`src/rtl/fifo_row_packer_pkg.sv`:
```
// Shared defaults for the EKF element-to-row packer: element width, covariance
// row/matrix dimensions and the valid/ready handshake helper.
package fifo_row_packer_pkg;

  localparam int DATA_LEN_DEF = 8;
  localparam int ROW_LEN_DEF  = 4;
  localparam int ROWS_DEF     = 4;
  localparam int CNT_W_DEF    = 3;
  localparam int ROW_W_DEF    = 2;

  function automatic logic hsFire(input logic valid, input logic ready);
    return valid && ready;
  endfunction

endpackage

```
`src/rtl/fifo_row_packer.sv`:
```
// Drains scalar elements from the datapath sync_fifo (1-cycle read latency),
// packs ROW_LEN of them per row word and hands rows downstream on valid/ready.
module fifo_row_packer
  import fifo_row_packer_pkg::*;
#(
  parameter int DATA_LEN = DATA_LEN_DEF,
  parameter int ROW_LEN  = ROW_LEN_DEF,
  parameter int ROWS     = ROWS_DEF,
  parameter int CNT_W    = CNT_W_DEF,
  parameter int ROW_W    = ROW_W_DEF
) (
  input  logic                         clk,
  input  logic                         sys_rst_n,
  input  logic                         clr,
  input  logic                         en,
  input  logic                         fifo_empty,
  input  logic [DATA_LEN-1:0]          fifo_data,
  output logic                         fifo_rd_en,
  output logic [DATA_LEN*ROW_LEN-1:0]  out_data,
  output logic                         out_valid,
  output logic                         out_last,
  input  logic                         out_ready,
  output logic [ROW_W-1:0]             row_idx,
  output logic                         busy
);

  localparam logic [CNT_W:0]   ROW_LEN_EXT = (CNT_W+1)'(ROW_LEN);
  localparam logic [CNT_W-1:0] ROW_FULL    = CNT_W'(ROW_LEN);
  localparam logic [ROW_W-1:0] LAST_ROW    = ROW_W'(ROWS - 1);

  logic [CNT_W-1:0]            r_elemCnt;
  logic                        r_pending;
  logic [DATA_LEN*ROW_LEN-1:0] r_pack;
  logic [ROW_W-1:0]            r_frameRow;
  logic [DATA_LEN*ROW_LEN-1:0] r_outData;
  logic                        r_outValid;
  logic                        r_outLast;
  logic [ROW_W-1:0]            r_rowIdx;

  logic [CNT_W:0] w_fill;
  logic           w_room;
  logic           w_rowFull;
  logic           w_xfer;
  logic           w_outFire;

  // Counting the in-flight read against the row keeps at most ROW_LEN
  // elements committed to the pack register at any time.
  assign w_fill    = {1'b0, r_elemCnt} + (CNT_W+1)'(r_pending);
  assign w_room    = (w_fill < ROW_LEN_EXT);
  assign w_rowFull = (r_elemCnt == ROW_FULL);
  assign w_xfer    = w_rowFull && (!r_outValid || out_ready);
  assign w_outFire = hsFire(r_outValid, out_ready);

  assign fifo_rd_en = en && !clr && !fifo_empty && (w_room || w_xfer);

  always_ff @(posedge clk or negedge sys_rst_n) begin
    if (!sys_rst_n) begin
      r_elemCnt <= '0;
      r_pending <= 1'b0;
    end else if (clr) begin
      r_elemCnt <= '0;
      r_pending <= 1'b0;
    end else begin
      r_pending <= fifo_rd_en;
      if (w_xfer)
        r_elemCnt <= '0;
      else if (r_pending)
        r_elemCnt <= r_elemCnt + CNT_W'(1);
    end
  end

  // A capture never coincides with a transfer: a full row implies no read in flight.
  always_ff @(posedge clk or negedge sys_rst_n) begin
    if (!sys_rst_n) begin
      r_pack <= '0;
    end else if (!clr && r_pending) begin
      for (int s = 0; s < ROW_LEN; s++) begin
        if (r_elemCnt == CNT_W'(s))
          r_pack[s*DATA_LEN +: DATA_LEN] <= fifo_data;
      end
    end
  end

  always_ff @(posedge clk or negedge sys_rst_n) begin
    if (!sys_rst_n) begin
      r_outData  <= '0;
      r_outValid <= 1'b0;
      r_outLast  <= 1'b0;
      r_rowIdx   <= '0;
      r_frameRow <= '0;
    end else if (clr) begin
      r_outValid <= 1'b0;
      r_outLast  <= 1'b0;
      r_rowIdx   <= '0;
      r_frameRow <= '0;
    end else if (w_xfer) begin
      r_outData  <= r_pack;
      r_outValid <= 1'b1;
      r_rowIdx   <= r_frameRow;
      r_outLast  <= (r_frameRow == LAST_ROW);
      r_frameRow <= (r_frameRow == LAST_ROW) ? '0 : r_frameRow + ROW_W'(1);
    end else if (w_outFire) begin
      r_outValid <= 1'b0;
    end
  end

  assign out_data  = r_outData;
  assign out_valid = r_outValid;
  assign out_last  = r_outLast;
  assign row_idx   = r_rowIdx;
  assign busy      = (r_elemCnt != '0) || r_pending || r_outValid;

endmodule

```
`config.mk`:
```
export PLATFORM = sky130hd
export DESIGN_NAME = fifo_row_packer
export DESIGN_NICKNAME = d
export VERILOG_FILES = /design/src/rtl/fifo_row_packer_pkg.sv /design/src/rtl/fifo_row_packer.sv
export SDC_FILE = /design/constraint.sdc
export NUM_CORES = 1
export LEC_CHECK = 0
export CAP_MARGIN = 20
export CORE_UTILIZATION = 30
export DETAILED_ROUTE_END_ITERATION = 16
export SYNTH_ARGS = -nofsm -noshare
export SYNTH_HDL_FRONTEND = slang
export SYNTH_SLANG_ARGS = --single-unit
```
`constraint.sdc`:
```
create_clock -name clk -period 3.8 [get_ports clk]
set_input_delay 0.76 -clock clk [delete_from_list [all_inputs] [get_ports clk]]
set_output_delay 0.76 -clock clk [all_outputs]
set_load 0.02 [all_outputs]
```
==> flow_metrics.tcl, run 1 <==
set metrics [dict create \
    via_per_inst 4.41 \
    coreArea_mm2 0.00942 \
    yosys-top-cells-area "dfrtp_1 (62%), mux2_2 (24%), ha_1 (2.5%), buf_6 (1.5%), nor3b_4 (1.3%)" \
    hold_path_depth 1 \
    ir_drop_uv 220 \
    syn_to_final_growth_pct 29.5 \
    ctsHoldBuffers 0 \
    setup_viol 0 \
    cp.arrival_ps 2400 \
    power_leakage_uw 0.00177 \
    cp-end-kind "output port" \
    clk_latency_ps 340 \
    cpMostUsedCell "clkdlybuf4s50_1" \
    clock_sink_count 74 \
    status "completed" \
    ys_seq_area_share_pct 62.4 \
    r2r_slack_ps 1820 \
    reg2reg_from "r_elemCnt[0]" \
    gp_congestion 0.727 \
    overflow 0 \
    wl_met2_um 2360 \
    dp_hpwl_um 3560 \
    skew_ps 12.5 \
    num_rows 35 \
    route.met3.wl_um 226 \
    r2r-end "out_data[2]" \
    fillers 858 \
    ioPinCount 52 \
    fin_crit_sh_pct 83.2 \
    grt_pass1_wl_um 9000 \
    grt_pass1_vias 1725 \
    crit_slowest_cell "clkdlybuf4s50_1" \
    worstHoldPathType "reg -> reg" \
    wl_per_cell_um 14.8 \
    wirelength_um 5550 \
    drtIter0Drc 72 \
    die_h_um 101 \
    start_util_pct 31.5 \
    finalHoldViolCount 0 \
    synth.net_count 205 \
    clockBufferDepth 2 \
    cts_tree "yes" \
    tns_ps 0 \
    route.layer.met1.wl_um 2860 \
    path_cells "clkdlybuf4s50_1, and2b_4, o22ai_1, and3_1, clkdlybuf4s50_1" \
    fin_nets 262 \
    fmax_mhz 316 \
    maxCapViolations 0 \
    vias 1659 \
    ctsResizeCount 0 \
    syn_avg_cell_area_um2 16.0 \
    postRouteAntennaNets 0 \
    clk_pin_slew_ps 70 \
    numPortBuffers 51 \
    cts_setup_buffers 0 \
    synth_top_flop_cell "dfrtp_1" \
    cts_buffers 9 \
    holdPathEnd "out_data[28]" \
    worst-setup-path-type "in -> out" \
    period_needed_ps 3160 \
    synth-async-reset-ratio_pct 100 \
    rsz0062_at_grt "false" \
    ys_ff_latch 74 \
    grt_max_degree 75 \
    yosys.cell_types.count 27 \
    drc 0 \
    hold_slack_ps 487 \
    startpoint_type "primary input" \
    maxSlewHeadroom_pct 37.4 \
    antenna_found_initial 0 \
    synth_edf_count 0 \
    syn-instance-count 185 \
    netlist_area_mm2 0.00297 \
    r2r.worst_path.cells 6 \
    firstDrtPassIters 3 \
    highest_layer "met4" \
    yosys.area.top_type "dfrtp_1" \
    cpPeakStageDelay_ps 600 \
    die_w_um 101 \
    die-area_mm2 0.0103 \
    diodes 0 \
    drv_slew 0 \
    root_buffer "clkbuf_8" \
    ys_warn_count 0 \
    track_usage_pct 11.8 \
    drive_above_1_share_pct 34.8 \
    min-delay-start "out_data[28]" \
    cp.required_ps 3040 \
    worst_pin_slew_ps 939 \
    powerDensity_mw_per_mm2 523 \
    ctsHtreeMaxLevel 3 \
    path_max_fanout 5 \
    synth_top_area_share_pct 62.4 \
]
[cells by family after synthesis]
kind of cell,synth area share (%)
buffers and inverters,2.24
and+or+nand+nor,5.27
adders and majority gates,2.53
AOI/OAI and AO/OA,2.62
xor gates and xnor gates,0.295
muxes,24.6
DFF,62.4
[per-layer routing]
metal | global-route usage, % | vias to the layer above
li1 | - | 774
met1 | 16.8 | 839
met2 | 17.1 | 34
met3 | 2.55 | 12
met4 | 5.69 | 0
met5 | 0 | -
[placed cells by master, fill, tap and decap left out]
master and instances:
xnor2_1 1, clkinvlp_4 1, clkbuf_1 1, o21bai_1 1, inv_1 3, nor3b_4 2
or3_1 2, mux2i_1 1, a211oi_1 1, a21oi_1 2, and3_1 3, a31oi_1 1
nand2b_1 2, nor3_4 1, mux2_2 62, a22o_1 4, nand2b_4 1, nand2_2 1
bufinv_16 3, nand3b_1 1, ha_1 6, mux2_1 2, o21ai_0 1, o22ai_1 1
buf_4 2, nor2_2 1, clkdlybuf4s50_1 50, and2b_4 1, nor2_1 4, dfrtp_1 74
clkbuf_8 11
[worst max path at each step]
| stage | cells after the start | endpoint | slack [ps] | start |
|---|---|---|---|---|
| after floorplan | 3 | fifo_rd_en | 1650 | out_ready |
| after global placement | 5 | fifo_rd_en | 670 | out_ready |
| after detailed placement | 5 | fifo_rd_en | 660 | out_ready |
| after CTS | 5 | fifo_rd_en | 650 | out_ready |
| after global routing | 5 | fifo_rd_en | 590 | out_ready |
| final | 5 | fifo_rd_en | 640 | out_ready |
[report_power, final]
part           internal [uW]  total [uW]  leakage, uW  switching (uW)
clock                    473         757     0.000123             284
combinational            177         325     0.000649             148
sequential               878         928      0.00100            50.1
[cell type report]
class	instances	area (um2)	area share (%)
Clock buffer	12	155	4.04
Clock inverter	4	97.6	2.54
Inverter	3	11.3	0.293
Multi-Input combinational cell	102	1050	27.3
Sequential cell	74	1850	48.2
Tap cell	129	161	4.20
Timing Repair Buffer	52	515	13.4
[per-stage QoR]
stage | std cells | setup WS, ps | power, uW | utilization (%) | instance area (um2)
floorplan | 185 | 1650 | 1100 | - | 2970
global placement | 360 | 670 | 1270 | 38.1 | 3590
detailed placement | 360 | 655 | 1270 | 38.1 | 3590
CTS | 376 | 650 | 2040 | 40.8 | 3840
global route | 376 | 585 | 2110 | 40.8 | 3840
finish | 376 | 638 | 2010 | 40.8 | 3840
[synth_stat cells (all sizes together), types with 2 or more instances]
master / number
a21oi: 2
a22o: 4
and3: 3
buf: 6
dfrtp: 74
ha: 6
inv: 3
mux2: 64
nand2b: 3
nor2: 5
nor3b: 2
or3: 2
[critical path: cells and delay by family]
kind,cells,cell delay (ps)
buf+inv,2,1060
simple gates,2,390
compound gates,1,190
[registers in the layout (all words and copies together) (netlist names)]
signal      count
out_valid       1
out_data       32
r_elemCnt       3
r_frameRow      2
r_pending       1
row_idx         2
out_last        1
r_pack         32
(Power assumes the default switching activity.)
==> run 2, diff against run 1 <==
==> constraint.sdc (replaced) <==
create_clock -name clk -period 2.8 [get_ports clk]
set_input_delay 0.56 -clock clk [delete_from_list [all_inputs] [get_ports clk]]
set_output_delay 0.56 -clock clk [all_outputs]
set_load 0.02 [all_outputs]
==> flow_metrics.tcl, run 2 (synthesis results as in run 1) <==
set metrics [dict create \
    dpl.cell_count 365 \
    grt_max_degree 75 \
    fin_crit_sh_pct 92.7 \
    syn_to_final_growth_pct 29.0 \
    ir_drop_uv 496 \
    worstHoldPathType "in -> async" \
    cts_tree "yes" \
    reg2reg_from "r_elemCnt[0]" \
    skew_ps 12.4 \
    cp.required_ps 2240 \
    drv_slew 0 \
    start_util_pct 31.5 \
    fin_cells 381 \
    wirelength_um 5540 \
    tns_ps 0 \
    postRouteAntennaNets 0 \
    cts_buffers 9 \
    track_usage_pct 12.3 \
    path_max_fanout 5 \
    startpoint_type "flop" \
    cts_setup_buffers 0 \
    die-area_mm2 0.0103 \
    drtIter0Drc 40 \
    num_rows 35 \
    ctsHtreeMaxLevel 3 \
    drive_above_1_share_pct 35.3 \
    rsz0062_at_grt "false" \
    via_per_inst 4.37 \
    drc 0 \
    overflow 0 \
    r2r-end "out_data[0]" \
    finalHoldViolCount 0 \
    final_common_cell "dfrtp_1" \
    clockBufferDepth 2 \
    fillers 898 \
    fin_nets 267 \
    clock_sink_count 74 \
    dp_hpwl_um 3610 \
    diodes 0 \
    grt_pass1_wl_um 9230 \
    antenna_found_initial 0 \
    setup_viol 0 \
    power_leakage_uw 0.00179 \
    ioPinCount 52 \
    status "completed" \
    r2r_slack_ps 900 \
    wl_per_cell_um 14.5 \
    maxCapViolations 0 \
    period_needed_ps 2600 \
    die_w_um 101 \
    firstDrtPassIters 4 \
    die_h_um 101 \
    grt_pass1_vias 1734 \
    root_buffer "clkbuf_8" \
    coreArea_mm2 0.00942 \
    numPortBuffers 51 \
    r2r.worst_path.cells 6 \
    gp_congestion 0.729 \
    worst-setup-path-type "reg -> out" \
    maxSlewHeadroom_pct 39.0 \
    fmax_mhz 385 \
    clk_latency_ps 340 \
    vias 1665 \
    powerDensity_mw_per_mm2 662 \
    worst_pin_slew_ps 915 \
    layout_common_cells "dfrtp_1 (74), mux2_2 (62), clkdlybuf4s50_1 (49)" \
    cp.arrival_ps 2040 \
    cp-end-kind "output port" \
    clk_pin_slew_ps 80 \
]
## run 2: changes by cell type in the layout (fill, tap and decap cells not counted), sizes merged
cell           change
clkdlybuf4s50      -1
dlymetal6s2s       +1
buf                +5
clkinvlp           -1
bufinv             -2
clkinv             +1
clkbuf             +2
## run 2: worst max path at each step
stage	start	endpoint	slack (ps)	depth (start not counted)
detailed placement	out_ready	fifo_rd_en	70	5
finish	r_elemCnt[0]	busy	200	5
global route	r_elemCnt[0]	busy	80	5
global placement	out_ready	fifo_rd_en	100	5
floorplan	r_elemCnt[0]	fifo_rd_en	1030	5
CTS	r_elemCnt[0]	fifo_rd_en	40	6
## run 2: power by group
group          internal (uW)  switching, uW
clock                    461            369
sequential              1190           67.7
combinational            242            202
## run 2: per-stage QoR
step / hold WS [ps] / util, % / setup slack, ps / instance area, um2 / power, uW
after floorplan: 264 / - / 1030 / 2970 / 1500
after global placement: 470 / 38.5 / 101 / 3630 / 1720
after detailed placement: 475 / 38.5 / 73.1 / 3630 / 1730
after CTS: 381 / 40.6 / 39.7 / 3820 / 2580
after global routing: 426 / 40.6 / 80.9 / 3830 / 2690
final: 351 / 40.6 / 203 / 3830 / 2530
## run 2: final cells by class
| cell class | count | area (um2) | share of cell area, % |
|---|---|---|---|
| Inverter | 3 | 11.3 | 0.294 |
| Sequential cell | 74 | 1850 | 48.4 |
| Multi-Input combinational cell | 102 | 1050 | 27.4 |
| Timing Repair Buffer | 57 | 556 | 14.5 |
| Tap cell | 129 | 161 | 4.22 |
| Clock inverter | 2 | 35.0 | 0.916 |
| Clock buffer | 14 | 163 | 4.25 |
## run 2: metal layers
layer	track usage, %	vias to the layer above	part of all wire (%)
met5	0	-	0
met4	4.01	0	1.4
met3	3.93	9	3.9
met2	18.3	38	46
met1	17.2	842	49
li1	-	776	-
## run 2: critical path: stages, from the launching register on
cell	delay, ps
dfrtp_1	430
inv_1	100
ha_1	220
nand2b_1	100
or3_1	320
clkdlybuf4s50_1	550
## run 2: timing repair
action,CTS,global route
endpoints found under the setup margin,0,1
hold buffers,0,0
resized for setup,0,1
==> RTL edit 1: new RTL, flow settings as in run 2 <==
The package constant `CNT_W_DEF` goes from 3 to 4.
--- a/src/rtl/fifo_row_packer_pkg.sv
+++ b/src/rtl/fifo_row_packer_pkg.sv
@@ -6,5 +6,5 @@
   localparam int ROW_LEN_DEF  = 4;
   localparam int ROWS_DEF     = 4;
-  localparam int CNT_W_DEF    = 3;
+  localparam int CNT_W_DEF    = 4;
   localparam int ROW_W_DEF    = 2;
 
Check against the original RTL: no difference found for any inputs over 10 cycles, from zero or initial values and one cycle with sys_rst_n low; that may be too few to reach the edited logic, so the function may still have changed.
==> RTL edit 1 against run 2 <==
Sequential cell count up 1. Worst hold slack better by 0.015 ns. Synthesized cell count up 4.9%. Wire length up 1.2%. Die area up 1.8%. Fmax up 8.2%. Sequential share of layout area up 0.56 points. Synthesized area up 1.9%. Register-to-register slack worse by 0.02 ns. Design area up 0.20%. Worst setup slack better by 0.20 ns.
Power is not compared: it rests on default switching activity, and its combinational part moved more than twofold at a synthesized area within 25%.
==> RTL edit 1: results (changes against run 2) <==
outcome - finished clean
met1 routed wirelength after detailed routing - 2.674 mm (-0.85%)
TritonCTS Buffers - 9 (unchanged)
layout filler cell count - 956 (+6.5%)
peak fanout along the critical path - 6 (+1)
Slew @ Worst Pin - 0.9324 ns (+0.01765 ns)
signal buffers share of area - 14.03% (-0.49 points)
placeable core region - 9774 um2 (+3.8%)
area post-placement - 3661 um2 (+0.97%)
fraction of standard cell area in multi-input logic - 27.94% (+0.53 points)
met1 Use GR - 16.16% (-1.0 points)
multi-input combinational cell count - 109 (+6.9%)
global-route wire length before repair - 9.439 mm (+2.3%)
total routing resource utilization after global routing - 12.19% (-0.15 points)
cell types occupying the most area after synthesis - sky130_fd_sc_hd__dfrtp_1 (62%), sky130_fd_sc_hd__mux2_2 (22%), sky130_fd_sc_hd__ha_1 (2.1%)
clock buffer and inverter area fraction after layout - 4.439% (-0.73 points)
post-DP HPWL - 3.543 mm (-1.8%)
number of ordinary and repair buffers in the finished layout - 53 (-7.0%)
Post-Route WL - 5.611 mm (+1.2%)
Critical Path Max Stage Delay - 0.59 ns (+0.04 ns)
Worst Skew - 0.005841 ns (-0.006554 ns)
library cells used by synthesis - 28 (+3.7%)
met3 routing resource usage after global routing - 4.172% (+0.24 points)
adder-cell share of the synthesized area - 2.070% (-0.46 points)
final weighted congestion of routability-driven global placement - 0.7455 (+2.3%)
clock sink count - 75 (+1.4%)
share of the synthesized netlist area taken by xor and xnor gates - 0.8696% (+0.57 points)
Seq/total area - 48.96% (+0.56 points)
total met2 wirelength after detailed routing - 2.606 mm (+2.2%)
sequential fraction of the synthesis area - 62.11% (-0.31 points)
post-route total power - 0.001990 W
violation count after the first detailed-route iteration - 47 (+18%)
Primary FF master, synth - sky130_fd_sc_hd__dfrtp_1
number of nets in the synthesized netlist - 213 (+3.9%)
arrival time worst endpoint - 1.84 ns (-0.20 ns)
setup slack of the worst register-to-register path - 0.88 ns (-0.02 ns)
count of nets after finishing - 270 (+1.1%)
number of clock-tree buffers in the layout - 11 (-3)
Global Route met2 Usage - 18.43% (+0.17 points)
sequential power - 0.00116 W
ratio of cells with drive above 1 in the final layout - 31.64% (-3.7 points)
pin count of the biggest net entering global routing - 76 (+1.3%)
post-detailed-route via-to-cell ratio - 4.404 (+0.77%)
list of most frequent post-synthesis cells - sky130_fd_sc_hd__dfrtp_1 (75), sky130_fd_sc_hd__mux2_2 (60), sky130_fd_sc_hd__nand2_1 (7)
final hold slack - 0.3666 ns (+0.01538 ns)
sum of met3 wire segment lengths after detailed routing - 268 um (+25%)
Compound-Gate Fraction of Synth Area - 2.526% (-0.089 points)
top layer in use - met4
==> RTL edit 1: cell types whose count changed after synthesis, moves of 2 or more <==
cell / run 2 / this run
sky130_fd_sc_hd__or3_1: 2 / 0
sky130_fd_sc_hd__mux2_1: 2 / 5
sky130_fd_sc_hd__and3_1: 3 / 0
sky130_fd_sc_hd__nor3b_4: 2 / 0
sky130_fd_sc_hd__xor2_1: 0 / 2
sky130_fd_sc_hd__a31oi_1: 1 / 3
sky130_fd_sc_hd__nand2_1: 0 / 7
sky130_fd_sc_hd__nor4_1: 0 / 3
sky130_fd_sc_hd__mux2_2: 62 / 60
==> RTL edit 1: repair_timing <==
item                       4_1_cts  5_1_grt
setup endpoints to repair        0        1
gates resized for setup          0        1
hold buffers                     0        0
==> RTL edit 1: metrics by stage <==
step                      utilization, %  std cells  setup WS [ns]
after floorplan                        -        194         0.7881
after global placement             37.46        373         0.1652
after detailed placement           37.46        373        0.09962
after CTS                          39.20        389        0.04676
after global routing               39.22        389         0.2918
final                              39.22        389         0.3993
==> RTL edit 2: new RTL, flow settings as in run 2 <==
Made on the original files. Make the reset (`sys_rst_n`) synchronous in 3 clocked blocks.
--- a/src/rtl/fifo_row_packer.sv
+++ b/src/rtl/fifo_row_packer.sv
@@ -54,5 +54,5 @@
   assign fifo_rd_en = en && !clr && !fifo_empty && (w_room || w_xfer);
 
-  always_ff @(posedge clk or negedge sys_rst_n) begin
+  always_ff @(posedge clk) begin
     if (!sys_rst_n) begin
       r_elemCnt <= '0;
@@ -71,5 +71,5 @@
 
   // A capture never coincides with a transfer: a full row implies no read in flight.
-  always_ff @(posedge clk or negedge sys_rst_n) begin
+  always_ff @(posedge clk) begin
     if (!sys_rst_n) begin
       r_pack <= '0;
@@ -82,5 +82,5 @@
   end
 
-  always_ff @(posedge clk or negedge sys_rst_n) begin
+  always_ff @(posedge clk) begin
     if (!sys_rst_n) begin
       r_outData  <= '0;
Behaviour: differs if sys_rst_n is asserted again (counterexample within 4 cycles, from zero or initial values and one cycle with sys_rst_n low); with sys_rst_n held inactive, the same outputs for 10 cycles.
==> RTL edit 2 against run 2 <==
Synthesized area down 0.93%. Sequential cell count is the same. Critical endpoint is now fifo_rd_en. Global-route usage down 0.17 points. Critical path type unchanged. Count of clock-buffer cells in the layout down 3. Non-clock buffer count is the same. Design area decreased by 2.6%. Wire length grew 3.7%. Sequential share of layout area shrank 8.6 points. Worst setup slack got worse by 0.014 ns.
Power is not compared: it rests on default switching activity, and its combinational part moved more than twofold at a synthesized area within 25%.
==> RTL edit 2: results (changes against run 2) <==
final weighted congestion of routability-driven global placement - 0.7386 (+1.3%)
cells resized by post-CTS repair - 1 (+1)
cell types occupying the most area after synthesis - sky130_fd_sc_hd__dfxtp_1 (50%), sky130_fd_sc_hd__mux2i_1 (22%), sky130_fd_sc_hd__nand2_1 (9.6%)
routed len/inst - 12.20 um (-16%)
multiplexer share of the synthesized area - 22.14% (-2.5 points)
met3 routing resource usage after global routing - 4.646% (+0.71 points)
library cells used by synthesis - 26 (-3.7%)
post-DP HPWL - 4.055 mm (+12%)
total routing resource utilization after global routing - 12.17% (-0.17 points)
list of most frequent post-synthesis cells - sky130_fd_sc_hd__nand2_1 (75), sky130_fd_sc_hd__dfxtp_1 (74), sky130_fd_sc_hd__mux2i_1 (65)
Critical-path top delay cell - sky130_fd_sc_hd__dlygate4sd2_1
number of nets in the synthesized netlist - 310 (+51%)
proportion of register bits with asynchronous set or reset after synthesis - 0% (-100 points)
Worst Skew - 0.009256 ns (-0.003140 ns)
global-route wire length before repair - 9.528 mm (+3.3%)
area post-placement - 3522 um2 (-2.9%)
number of global-route vias before repair - 1996 (+15%)
violation count after the first detailed-route iteration - 72 (+80%)
Post-Place Worst Slack - -0.02493 ns (-0.09804 ns)
count of nets after finishing - 358 (+34%)
Global Route met2 Usage - 20.71% (+2.4 points)
adder-cell share of the synthesized area - 2.554% (+0.024 points)
Critical Path Max Stage Delay - 0.38 ns (-0.17 ns)
Primary FF master, synth - sky130_fd_sc_hd__dfxtp_1
pin count of the biggest net entering global routing - 42 (-44%)
Slew @ Worst Pin - 0.5970 ns (-0.3178 ns)
sequential fraction of the synthesis area - 50.40% (-12 points)
outcome - finished clean
share of the synthesized netlist area taken by xor and xnor gates - 0.2980% (+0.0028 points)
RTL edit 2: cell types whose count changed after synthesis, moves of 6 or more:
cell,delta
sky130_fd_sc_hd__nor2b_1,+8
sky130_fd_sc_hd__mux2_2,-62
sky130_fd_sc_hd__mux2i_1,+64
sky130_fd_sc_hd__dfrtp_1,-74
sky130_fd_sc_hd__nand2_1,+75
sky130_fd_sc_hd__dfxtp_1,+74
sky130_fd_sc_hd__clkbuf_1,+9
sky130_fd_sc_hd__nand3_1,+6
RTL edit 2: where the power goes:
| group | switching (W) | internal [W] | total (W) |
|---|---|---|---|
| sequential | 0.00000202 | 0.00105 | 0.00106 |
| clock | 0.000378 | 0.000455 | 0.000833 |
| combinational | 0.0000415 | 0.0000318 | 0.0000732 |
RTL edit 2: per-layer routing:
| layer | wire length, um | up-vias | part of all wire [%] |
|---|---|---|---|
| met5 | 0 | - | 0 |
| met4 | 46 | 0 | 0.80 |
| li1 | - | 1062 | - |
| met3 | 238 | 5 | 4.1 |
| met1 | 2674 | 960 | 47 |
| met2 | 2788 | 43 | 49 |
RTL edit 2: stage by stage:
| step | util [%] | hold slack (ns) | TNS [ns] | cells |
|---|---|---|---|---|
| after floorplan | - | 0.4377 | 0 | 290 |
| after global placement | 37.58 | 0.4458 | 0 | 456 |
| after detailed placement | 37.58 | 0.4520 | -0.02493 | 456 |
| after CTS | 39.73 | 0.4638 | 0 | 471 |
| after global routing | 39.75 | 0.4774 | 0 | 471 |
| final | 39.75 | 0.4569 | 0 | 471 |
RTL edit 2: final timing paths:
check                                  from                   endpoint  slack [ns]  depth (start not counted)
setup / recovery  r_elemCnt[0]$_SDFFE_PP0P_                 fifo_rd_en        0.19                          6
hold / removal    out_data[27]$_SDFFE_PN0P_  out_data[27]$_SDFFE_PN0P_        0.46                          2
hold reg to reg   out_data[27]$_SDFFE_PN0P_  out_data[27]$_SDFFE_PN0P_        0.46                          2
setup reg to reg  r_elemCnt[0]$_SDFFE_PP0P_       r_pending$_SDFF_PP0_        0.86                          5
RTL edit 2: cell families after synthesis:
logic type / after synthesis
and+or+nand+nor: 106
xor gates and xnor gates: 1
muxes: 65
DFF: 74
adders and majority gates: 6
AOI/OAI and AO/OA: 14
buffers and inverters: 24
RTL edit 2: tightest hold or removal path, cell delays in order (launching register included):
cell and delay, ns:
sky130_fd_sc_hd__dfxtp_1 0.31, sky130_fd_sc_hd__nand2_1 0.05, sky130_fd_sc_hd__mux2i_1 0.05
RTL edit 2: cell type report:
cell class	count	area [um2]
clock buffers	11	151.4
clock inverters	4	51.30
fillers	964	5647
inverters	4	15.01
multi-input cells	192	1315
flip-flops and latches	74	1481
well taps	129	161.4
repair buffers	57	549.3
